===== config.mk =====
export PLATFORM = sky130hd
export DESIGN_NAME = midi_note_decoder
export DESIGN_NICKNAME = d
export VERILOG_FILES = /design/src/rtl/midi_note_decoder.sv
export SDC_FILE = /design/constraint.sdc
export NUM_CORES = 1
export LEC_CHECK = 0
export CAP_MARGIN = 20
export CORE_UTILIZATION = 52
export DETAILED_ROUTE_END_ITERATION = 6
export PLACE_DENSITY = 0.8
export SYNTH_ARGS = -nofsm -noshare
export SYNTH_HDL_FRONTEND = slang
export SYNTH_SLANG_ARGS = --single-unit

===== constraint.sdc =====
create_clock -name clk -period 2.6 [get_ports clk]
set_input_delay 0.26 -clock clk [delete_from_list [all_inputs] [get_ports clk]]
set_output_delay 0.26 -clock clk [all_outputs]
set_load 0.05 [all_outputs]

===== src/rtl/midi_note_decoder.sv =====
// midi_note_decoder
//   Byte-stream MIDI parser feeding the envelope generator. Decodes channel
//   Note On / Note Off messages (with running status) into single-cycle
//   strobes using monophonic, last-note semantics.
//
// Ports:
//   clk       in   system clock
//   rst_b     in   asynchronous active-low reset
//   rx_data   in   received MIDI byte
//   rx_valid  in   rx_data valid this cycle (1-cycle strobe)
//   note_on   out  1-cycle strobe: note started / retriggered
//   note_off  out  1-cycle strobe: held note released
//   note      out  note number of current/last note
//   velocity  out  velocity of last accepted Note On
//   gate      out  high while a note is held
//   msg_err   out  1-cycle strobe: message aborted or orphan data byte
module midi_note_decoder #(
    parameter int unsigned CHANNEL = 0,
    parameter int unsigned OMNI    = 0
) (
    input  logic       clk,
    input  logic       rst_b,
    input  logic [7:0] rx_data,
    input  logic       rx_valid,
    output logic       note_on,
    output logic       note_off,
    output logic [6:0] note,
    output logic [6:0] velocity,
    output logic       gate,
    output logic       msg_err
);

    typedef enum logic [1:0] {
        WAIT_STATUS,
        WAIT_D1,
        WAIT_D2
    } state_t;

    state_t     state, state_nxt;
    logic [6:0] rs, rs_nxt;              // running status, bit 7 implied
    logic       rs_valid, rs_valid_nxt;
    logic       discard, discard_nxt;    // inside system-common payload
    logic [6:0] d1, d1_nxt;
    logic [6:0] note_nxt, velocity_nxt;
    logic       gate_nxt, note_on_nxt, note_off_nxt, msg_err_nxt;

    logic       complete;
    logic [6:0] c_d1, c_d2;
    logic       ours, one_byte, is_note_kind;

    assign ours         = (OMNI != 0) || (rs[3:0] == 4'(CHANNEL));
    assign one_byte     = (rs[6:5] == 2'b10);   // 0xCn / 0xDn
    assign is_note_kind = (rs[6:5] == 2'b00);   // 0x8n / 0x9n

    always_comb begin
        state_nxt    = state;
        rs_nxt       = rs;
        rs_valid_nxt = rs_valid;
        discard_nxt  = discard;
        d1_nxt       = d1;
        note_nxt     = note;
        velocity_nxt = velocity;
        gate_nxt     = gate;
        note_on_nxt  = 1'b0;
        note_off_nxt = 1'b0;
        msg_err_nxt  = 1'b0;
        complete     = 1'b0;
        c_d1         = '0;
        c_d2         = '0;

        if (rx_valid) begin
            if (rx_data[7]) begin
                // Real-time bytes (0xF8-0xFF) fall through untouched.
                if (rx_data[7:3] != 5'b11111) begin
                    if (state != WAIT_STATUS) begin
                        msg_err_nxt = 1'b1;
                    end
                    if (rx_data[7:4] == 4'hF) begin
                        rs_valid_nxt = 1'b0;
                        discard_nxt  = 1'b1;
                        state_nxt    = WAIT_STATUS;
                    end else begin
                        rs_nxt       = rx_data[6:0];
                        rs_valid_nxt = 1'b1;
                        discard_nxt  = 1'b0;
                        state_nxt    = WAIT_D1;
                    end
                end
            end else begin
                case (state)
                    WAIT_STATUS: begin
                        if (rs_valid) begin
                            if (one_byte) begin
                                complete = 1'b1;
                                c_d1     = rx_data[6:0];
                            end else begin
                                d1_nxt    = rx_data[6:0];
                                state_nxt = WAIT_D2;
                            end
                        end else if (!discard) begin
                            msg_err_nxt = 1'b1;
                        end
                    end
                    WAIT_D1: begin
                        if (one_byte) begin
                            complete  = 1'b1;
                            c_d1      = rx_data[6:0];
                            state_nxt = WAIT_STATUS;
                        end else begin
                            d1_nxt    = rx_data[6:0];
                            state_nxt = WAIT_D2;
                        end
                    end
                    WAIT_D2: begin
                        complete  = 1'b1;
                        c_d1      = d1;
                        c_d2      = rx_data[6:0];
                        state_nxt = WAIT_STATUS;
                    end
                    default: state_nxt = WAIT_STATUS;
                endcase
            end
        end

        // One-byte messages never match is_note_kind, so c_d2 is only
        // meaningful for the two-byte completion path.
        if (complete && ours && is_note_kind) begin
            if (rs[4] && (c_d2 != '0)) begin
                note_nxt     = c_d1;
                velocity_nxt = c_d2;
                gate_nxt     = 1'b1;
                note_on_nxt  = 1'b1;
            end else if (gate && (c_d1 == note)) begin
                gate_nxt     = 1'b0;
                note_off_nxt = 1'b1;
            end
        end
    end

    always_ff @(posedge clk or negedge rst_b) begin
        if (!rst_b) begin
            state    <= WAIT_STATUS;
            rs       <= '0;
            rs_valid <= 1'b0;
            discard  <= 1'b0;
            d1       <= '0;
            note     <= '0;
            velocity <= '0;
            gate     <= 1'b0;
            note_on  <= 1'b0;
            note_off <= 1'b0;
            msg_err  <= 1'b0;
        end else begin
            state    <= state_nxt;
            rs       <= rs_nxt;
            rs_valid <= rs_valid_nxt;
            discard  <= discard_nxt;
            d1       <= d1_nxt;
            note     <= note_nxt;
            velocity <= velocity_nxt;
            gate     <= gate_nxt;
            note_on  <= note_on_nxt;
            note_off <= note_off_nxt;
            msg_err  <= msg_err_nxt;
        end
    end

endmodule


# == Word-level counts from Yosys, hierarchy flattened ==
# Index checks and enable logic that the tools add are counted.
# totals
memories,0
ramBits,0
output_inout_bits,18
regBits,36
latchBits,0
romBits,0
# op_classes
n_reduce_logical,17
shift,0
n_eq_ne,10
n_bitwise,2
mul,0
muxes,39
order_cmp,0
div_mod_pow,0
n_addsub,0
# ops
cell,n
7-bit two-way mux,9
1-bit two-way mux,21
7-bit one-hot mux with 3 select lines,1
7-bit one-hot mux with 2 select lines,1
4-bit AND reduction,3
2-bit two-way mux,5
7-bit equality test,1
7-bit nonzero test,1
3-bit inequality test (second input constant),2
2-bit nonzero test,3
5-bit inequality test (second input constant),1
2-bit equality test (second input constant),2
4-bit equality test (second input constant),1
1-bit logical AND,4
2-bit logical NOT,2
4-bit logical NOT,1
2-bit one-hot mux with 2 select lines,1
2-bit AND reduction,2
1-bit one-hot mux with 3 select lines,1
3-bit AND reduction,1
2-bit by 1-bit equality test with 1-bit output (second input constant),1
2-bit by 1-bit inequality test with 1-bit output (second input constant),1
2-bit inequality test (second input constant),1
1-bit inverter,2

# == Longest topological paths before layout ==
# Gate-level depths: netlist of the first run.
# depth
depth_word,11
depth_mapped,9

# == Least setup slack after synthesis of the first run ==
# OpenSTA, ideal clock, no wires.
# synth_timing
kind,reg-to-reg
startpoint,register note[5]
endpoint,register gate
arrival_ns,1.916
n_path_buf,0
period_less_slack_ns,2.042
slack_ns,0.558
required_time_ns,2.474
stages_incl_launch_ff,6
cell_sequence,dfrtp_1 > nor2b_1 > o311ai_1 > o2bb2ai_1 > or4_4 > o32a_1
# synth_between
elab_chain_cells,4
# synth_rtl
item,line_no,text
"start, declared",27,"output logic [6:0] note,"
"start signal, assigned",159,note <= note_nxt;
7-bit equality test,133,end else if (gate && (c_d1 == note)) begin
1-bit logical AND,133,
2-bit nonzero test (no source line),--,
2-bit AND reduction (no source line),--,
"end signal, assigned",161,gate <= gate_nxt;
"end, declared",29,"output logic gate,"
# No other way between the ends.
# A chain may end at the register's enable or synchronous reset.

# == Worst setup path after layout of the first run ==
# layout_timing
startpoint,register state[1]
endpoint,register gate
# layout_between
elab_chain_cells,8
elab_cells_between_ends,21
# layout_rtl
item,line_no,text
"start, declared",39,"state_t state, state_nxt;"
"start signal, assigned",154,state <= state_nxt;
2-bit equality test (tied with other cells),90,case (state)
7-bit one-hot mux with 3 select lines / 7-bit two-way mux (equally long branches),90,
7-bit two-way mux,72,if (rx_data[7]) begin
7-bit two-way mux,71,if (rx_valid) begin
7-bit equality test / 7-bit nonzero test (equally long branches),"133, 128",
1-bit logical AND (on tied branches),"133, 128",
2-bit nonzero test (no source line),--,
2-bit AND reduction (no source line),--,
# Several ways; a longest one is shown, not always the timed one.

==> summary.txt, run 1 <==
Result of the run - complete, no violations
Count of distinct cell types in the synthesized netlist - 45
Floorplan Core Area - 3100 sq um
CP Class - reg2reg
Clock root buffer - sky130_fd_sc_hd__clkbuf_4
Achievable clock frequency - 460 MHz
Measured slew at the worst slew-check pin - 0.730 ns
Worst reg-to-reg path cell count - 6
Minimum clock period after layout - 2.17 ns
Final cycle utilization of the critical path - 83.6%
Cell breakdown of the critical path - nor2b_1 > buf_4 > a32oi_1 > nor3_1 > or4_4 > o32a_1
Wire length per cell - 16.4 um
Half-perimeter wire length after placement - 2.90 mm
Largest net degree at the start of global routing - 37
Post-Route Utilization - 68.5%
CTS Buf Count - 5
Clock sinks - 36
CP peak stage delay - 0.51 ns
Horizontal extent of the die - 59.9 um
Post-synthesis instance area - 1740 sq um
Detailed-route via count - 1433
Total length of routed wires - 3.96 mm
Power density of the placed cells - 582 nW/um^2
Class of the worst hold path - in2async
Yosys Warn Count - 0
EDFF count, synth - 0
Dominant register cell in the synthesized netlist - sky130_fd_sc_hd__dfrtp_1
Max VDD drop - 0.000419 V
Hold-fix buffers, CTS - 0
Worst hold margin - 0.321 ns
Syn nets - 173
Overflow left after global routing - 0
Floorplan row count - 20
Antenna violation net count after detailed routing - 0
Post-CTS Setup Inserts - 0
Aggregate global-route resource usage - 26.1%
Most instantiated library cell after synthesis - sky130_fd_sc_hd__dfrtp_1
Latest clock arrival within the worst-skew pair - 0.34 ns
CTS H-tree depth - 2
Area growth from synthesis to layout - 22.2%
Starting utilization of the core area - 56.1%
PostCTS Resize Cnt - 0
Via count normalized by instance count - 5.92
Final hold vios - 0
Area enclosed by the die boundary - 3580 sq um
Cells taking the most area after synthesis - sky130_fd_sc_hd__dfrtp_1, sky130_fd_sc_hd__nand2_1, sky130_fd_sc_hd__mux2_2
Worst Setup End Kind - flip-flop
Placer Congestion - 0.951
Top cell type by total area after synthesis - sky130_fd_sc_hd__dfrtp_1
Number of global-route vias before repair - 1497
Worst clock skew - 0.00735 ns
Detailed Routing Iterations Pass 1 - 4
Ant diodes - 0
Data arrival time of the worst path - 2.40 ns
CP startpoint kind - flip-flop
Post-detailed-route DRC marker count - 0
Total I/O pin count - 29
Number of setup violations in the final report - 0
Area share of the leading cell type in the synthesized netlist - 51.8%
Post-synthesis average cell area - 10.7 sq um
Die span in y - 59.9 um
Number of antenna violations at the first check in global routing - 0
Highest-delay cell along the critical path - sky130_fd_sc_hd__dfrtp_1
Worst max-slew margin expressed relative to the limit - 51.3%
List of most frequent post-synthesis cells - sky130_fd_sc_hd__dfrtp_1, sky130_fd_sc_hd__nand2_1, sky130_fd_sc_hd__o21ai_0
Worst reg2reg path startpoint - state[1]
Top fanout value on the critical path - 8
Number of buffer cells added on primary ports - 28
TNS Setup - 0 ns
Leakage power of the design - 0.892 nW
Critical path launch point - state[1]
Nets - 209
Number of placed cells counting well taps - 235
TritonCTS clock tree - done
Final non-filler cell area - 2130 sq um
Number of cells in the finished layout apart from fillers - 242
First-pass GRT wire length - 6.71 mm
Max Cap Violations - 0
Sequential element share of the synthesized area - 51.8%
Post-place instance area - 2080 sq um
DRT iter0 DRCs - 50
Worst-case clock buffer depth - 2
Fin. max-slew vios - 0
Fill cell instance count of the final layout - 249
Critical Path RT - 2.83 ns
Instance count of the mapped netlist - 162
RSZ-0062 raised after global routing - false
Async S/R FF share, synth - 100%
Layout cells sized above 1 - 17.2%
Clock input transition at the sequential cells of the worst setup and hold paths - 0.10 ns
Flop and latch count out of synthesis - 36
[registers in the layout, indices dropped and copies added, names as in the netlist]
| name | count |
|---|---|
| discard | 1 |
| d1 | 7 |
| gate | 1 |
| rs | 7 |
| note | 7 |
| note_off | 1 |
| state | 2 |
| msg_err | 1 |
| velocity | 7 |
| note_on | 1 |
| rs_valid | 1 |
[final cells by class]
cell class / instances / area, sq um / area share (%)
Tap cell: 44 / 55.1 / 2.59
Inverter: 8 / 30.0 / 1.41
Clock inverter: 1 / 5.00 / 0.235
Sequential cell: 36 / 901 / 42.4
Clock buffer: 6 / 41.3 / 1.94
Multi-Input combinational cell: 111 / 754 / 35.5
Timing Repair Buffer: 36 / 340 / 16.0
[cell families after synthesis]
logic type	share of synthesized area, %
AO/OA/AOI/OAI	21.1
buffers and inverters	4.89
flip-flops	51.8
AND/OR/NAND/NOR	15.9
multiplexers	6.40
[layout by cell type (no fill, tap or decap), drive strengths merged, types with 3 or more instances in the layout]
| cell type | netlist | final |
|---|---|---|
| nand2 | 28 | 28 |
| dfrtp | 36 | 36 |
| o31ai | 3 | 3 |
| clkbuf | 1 | 6 |
| buf | 6 | 8 |
| inv | 8 | 8 |
| mux2 | 9 | 9 |
| nor2b | 5 | 5 |
| nor2 | 5 | 5 |
| o21ai | 14 | 14 |
| nor3 | 3 | 3 |
| a32oi | 5 | 5 |
| a21o | 5 | 5 |
| clkdlybuf4s50 | 0 | 28 |
| nand3 | 3 | 3 |
[path summary, 6_finish.rpt]
kind	end	slack, ns
worst min register to register	velocity[0]	0.50
min in group clk	velocity[0]	0.50
worst min-delay path	velocity[4]	0.32
worst max-delay path	gate	0.43
worst max register to register	gate	0.43
max in group asynchronous	rs[3]	1.96
[report_power, final]
group | total (W) | switching (W) | internal, W
clock network | 0.000274 | 0.000174 | 0.0000995
logic | 0.000265 | 0.000142 | 0.000124
registers | 0.000699 | 0.0000653 | 0.000634
total | 0.00124 | 0.000381 | 0.000857
[critical path, delay by kind of cell (launching register included)]
family	cells	cell delay [ns]
simple gates	3	0.81
compound gates	2	0.55
flops	1	0.51
buf+inv	1	0.18
[metal layers]
layer	global-route usage, %	part of all wire, %
met2	40.2	48
met1	32.6	43
met5	0	0
met3	8.01	6.6
met4	15.0	3.2
[stage by stage]
step / setup WS, ns / power [W]
after floorplan: 0.558 / 0.000872
after global placement: 0.323 / 0.000956
after detailed placement: 0.236 / 0.000970
after CTS: 0.436 / 0.00125
after global routing: 0.304 / 0.00131
final: 0.427 / 0.00124
(Power assumes the default switching activity.)
==> run 2: changes to the inputs <==
clock period = 2.3 ns   (was 2.6 ns; I/O delays follow)
==> run 2 against run 1 <==
Effect of this change:
- clock skew up 0.0027 ns
- non-clock buffer count increased by 6
- cell count up 2.5%
- cell area is 3.6% higher
- clock power increased by 37%
- critical path type unchanged
- critical endpoint unchanged
==> summary.txt, run 2 (synthesized netlist as in run 1, its figures left out) <==
Result of the run - complete, no violations (unchanged)
CP peak stage delay - 0.51 ns (about the same)
Final worst slack - 0.181 ns (was 0.427 ns)
CP Class - reg2reg (unchanged)
Largest net degree at the start of global routing - 37 (unchanged)
Buf/Inv on CP - 1 (unchanged)
Total I/O pin count - 29 (unchanged)
Max Cap Violations - 0 (unchanged)
Half-perimeter wire length after placement - 2.98 mm (was 2.90 mm)
Die span in y - 59.9 um (unchanged)
CTS Buf Count - 5 (unchanged)
Int Pwr - 0.00104 W (was 0.000857 W)
Total length of routed wires - 3.95 mm (was 3.96 mm)
Worst hold margin - 0.284 ns (was 0.321 ns)
Detailed Routing Iterations Pass 1 - 4 (unchanged)
Max VDD drop - 0.000563 V (was 0.000419 V)
Class of the worst hold path - in2async (unchanged)
Hold-fix buffers, CTS - 0 (unchanged)
Commonest non-fill, non-tap cell in the layout - sky130_fd_sc_hd__dfrtp_1 (unchanged)
Aggregate global-route resource usage - 26.6% (was 26.1%)
Number of setup violations in the final report - 0 (unchanged)
Ant diodes - 0 (unchanged)
Post-detailed-route DRC marker count - 0 (unchanged)
Achievable clock frequency - 472 MHz (was 460 MHz)
Top library cells by usage in the layout, fill and taps aside - sky130_fd_sc_hd__dfrtp_1, sky130_fd_sc_hd__nand2_1, sky130_fd_sc_hd__clkdlybuf4s50_1, sky130_fd_sc_hd__o21ai_0, sky130_fd_sc_hd__buf_4 (was sky130_fd_sc_hd__dfrtp_1, sky130_fd_sc_hd__nand2_1, sky130_fd_sc_hd__clkdlybuf4s50_1, sky130_fd_sc_hd__o21ai_0, sky130_fd_sc_hd__mux2_2)
Fraction of power spent switching nets - 29.3% (was 30.8%)
Top fanout value on the critical path - 8 (unchanged)
Antenna violation net count after detailed routing - 0 (unchanged)
Number of global-route vias before repair - 1427 (was 1497)
Net load switching power - 0.000430 W (was 0.000381 W)
Post-CTS Setup Inserts - 0 (unchanged)
Share of power burned in registers - 53.3% (was 56.5%)
Fill cell instance count of the final layout - 248 (was 249)
Nets - 215 (was 209)
Wire length per cell - 15.9 um (was 16.4 um)
Placer Congestion - 0.947 (was 0.951)
Via count normalized by instance count - 5.68 (was 5.92)
Floorplan row count - 20 (unchanged)
First-pass GRT wire length - 6.79 mm (was 6.71 mm)
Starting utilization of the core area - 56.1% (unchanged)
Number of cells in the finished layout apart from fillers - 248 (was 242)
Critical Path RT - 2.54 ns (was 2.83 ns)
Clock sinks - 36 (unchanged)
Setup Slack @ Placement - 0.103 ns (was 0.236 ns)
Layout cells sized above 1 - 20.1% (was 17.2%)
TNS Setup - 0 ns (unchanged)
Latest clock arrival within the worst-skew pair - 0.35 ns (was 0.34 ns)
CP startpoint kind - flip-flop (unchanged)
Post-place instance area - 2140 sq um (was 2080 sq um)
Floorplan Core Area - 3100 sq um (unchanged)
TritonCTS clock tree - done (unchanged)
DRT iter0 DRCs - 91 (was 50)
Cell breakdown of the critical path - nor2b_1 > buf_4 > a32oi_1 > nor3_1 > or4_4 > o32a_1 (unchanged)
CTS H-tree depth - 2 (unchanged)
Leakage power of the design - 0.938 nW (was 0.892 nW)
Worst clock skew - 0.0101 ns (was 0.00735 ns)
Clock input transition at the sequential cells of the worst setup and hold paths - 0.10 ns (about the same)
Cell type group with the largest total delay on the critical path - simple AND/OR/NAND/NOR gates (unchanged)
Horizontal extent of the die - 59.9 um (unchanged)
Area growth from synthesis to layout - 26.6% (was 22.2%)
PostCTS Resize Cnt - 0 (unchanged)
Clock root buffer - sky130_fd_sc_hd__clkbuf_4 (unchanged)
Overflow left after global routing - 0 (unchanged)
Power density of the placed cells - 666 nW/um^2 (was 582 nW/um^2)
Highest-delay cell along the critical path - sky130_fd_sc_hd__dfrtp_1 (unchanged)
RSZ-0062 raised after global routing - false (unchanged)
Number of placed cells counting well taps - 241 (was 235)
Number of antenna violations at the first check in global routing - 0 (unchanged)
Minimum clock period after layout - 2.12 ns (was 2.17 ns)
Measured slew at the worst slew-check pin - 0.605 ns (was 0.730 ns)
Logic pwr share - 21.2% (was 21.4%)
Data arrival time of the worst path - 2.35 ns (was 2.40 ns)
Final cycle utilization of the critical path - 92.1% (was 83.6%)
Worst Setup End Kind - flip-flop (unchanged)
Clk pwr share - 25.6% (was 22.1%)
Area enclosed by the die boundary - 3580 sq um (unchanged)
Fin. max-slew vios - 0 (unchanged)
Final hold vios - 0 (unchanged)
Worst max-slew margin expressed relative to the limit - 59.6% (was 51.3%)
Final non-filler cell area - 2200 sq um (was 2130 sq um)
Worst-case clock buffer depth - 2 (unchanged)
Detailed-route via count - 1408 (was 1433)
Number of buffer cells added on primary ports - 28 (unchanged)
[run 2: changes by cell type in the layout (fill, tap and decap cells not counted), sizes merged]
cell	delta
clkinv	-1
clkbuf	+1
buf	+6
[run 2: stage by stage]
| stage | utilization (%) | power (W) |
|---|---|---|
| after floorplan | - | 0.000986 |
| after global placement | 68.9 | 0.00109 |
| after detailed placement | 68.9 | 0.00110 |
| after CTS | 71.0 | 0.00147 |
| after global routing | 71.0 | 0.00155 |
| final | 71.0 | 0.00147 |
[run 2: worst paths after layout]
check / endpoint / cells past startpoint / slack, ns / start
max in group asynchronous: state[1] / 2 / 1.69 / rst_b
min in group clk: velocity[1] / 2 / 0.49 / velocity[1]
min: note_off / 2 / 0.28 / rst_b
min reg2reg: velocity[1] / 2 / 0.49 / velocity[1]
max: gate / 6 / 0.18 / state[0]
max reg2reg: gate / 6 / 0.18 / state[0]
[run 2: routing by layer]
| layer | track usage [%] | share of wire [%] | vias up | routed length [um] |
|---|---|---|---|---|
| met5 | 0 | 0 | - | 0 |
| met4 | 14.3 | 2.3 | 0 | 89 |
| met3 | 9.52 | 5.2 | 9 | 207 |
| met2 | 38.7 | 47 | 45 | 1870 |
| met1 | 34.6 | 45 | 681 | 1780 |
| li1 | - | - | 673 | - |
[run 2: area by class of cell]
| class | count | area, sq um | area share [%] |
|---|---|---|---|
| Timing Repair Buffer | 42 | 398 | 18.1 |
| Tap cell | 44 | 55.1 | 2.50 |
| Sequential cell | 36 | 901 | 40.9 |
| Inverter | 8 | 30.0 | 1.36 |
| Multi-Input combinational cell | 111 | 754 | 34.2 |
| Clock buffer | 7 | 65.1 | 2.95 |
[run 2: worst reg2reg max path: cells and delay by family, from the launching register on]
kind                   cells  cell delay [ns]
flip-flops                 1             0.51
AND/OR/NAND/NOR            3             0.74
AO/OA/AOI/OAI              2             0.59
buffers and inverters      1             0.19
[run 2: power by group through the flow]
stage / Sequential (W) / Clock, W / Combinational [W]
5_1_grt: 0.000792 / 0.000413 / 0.000340
6_report: 0.000782 / 0.000376 / 0.000311
2_1_floorplan: 0.000790 / 0 / 0.000195
3_5_place_dp: 0.000791 / 0 / 0.000310
4_1_cts: 0.000779 / 0.000384 / 0.000311
3_3_place_gp: 0.000788 / 0 / 0.000301
==> run 3: changes to the inputs <==
SLEW_MARGIN = 20   (was default)
==> results of run 3 <==
Final layout, timing and power as in run 2 (identical DEF).
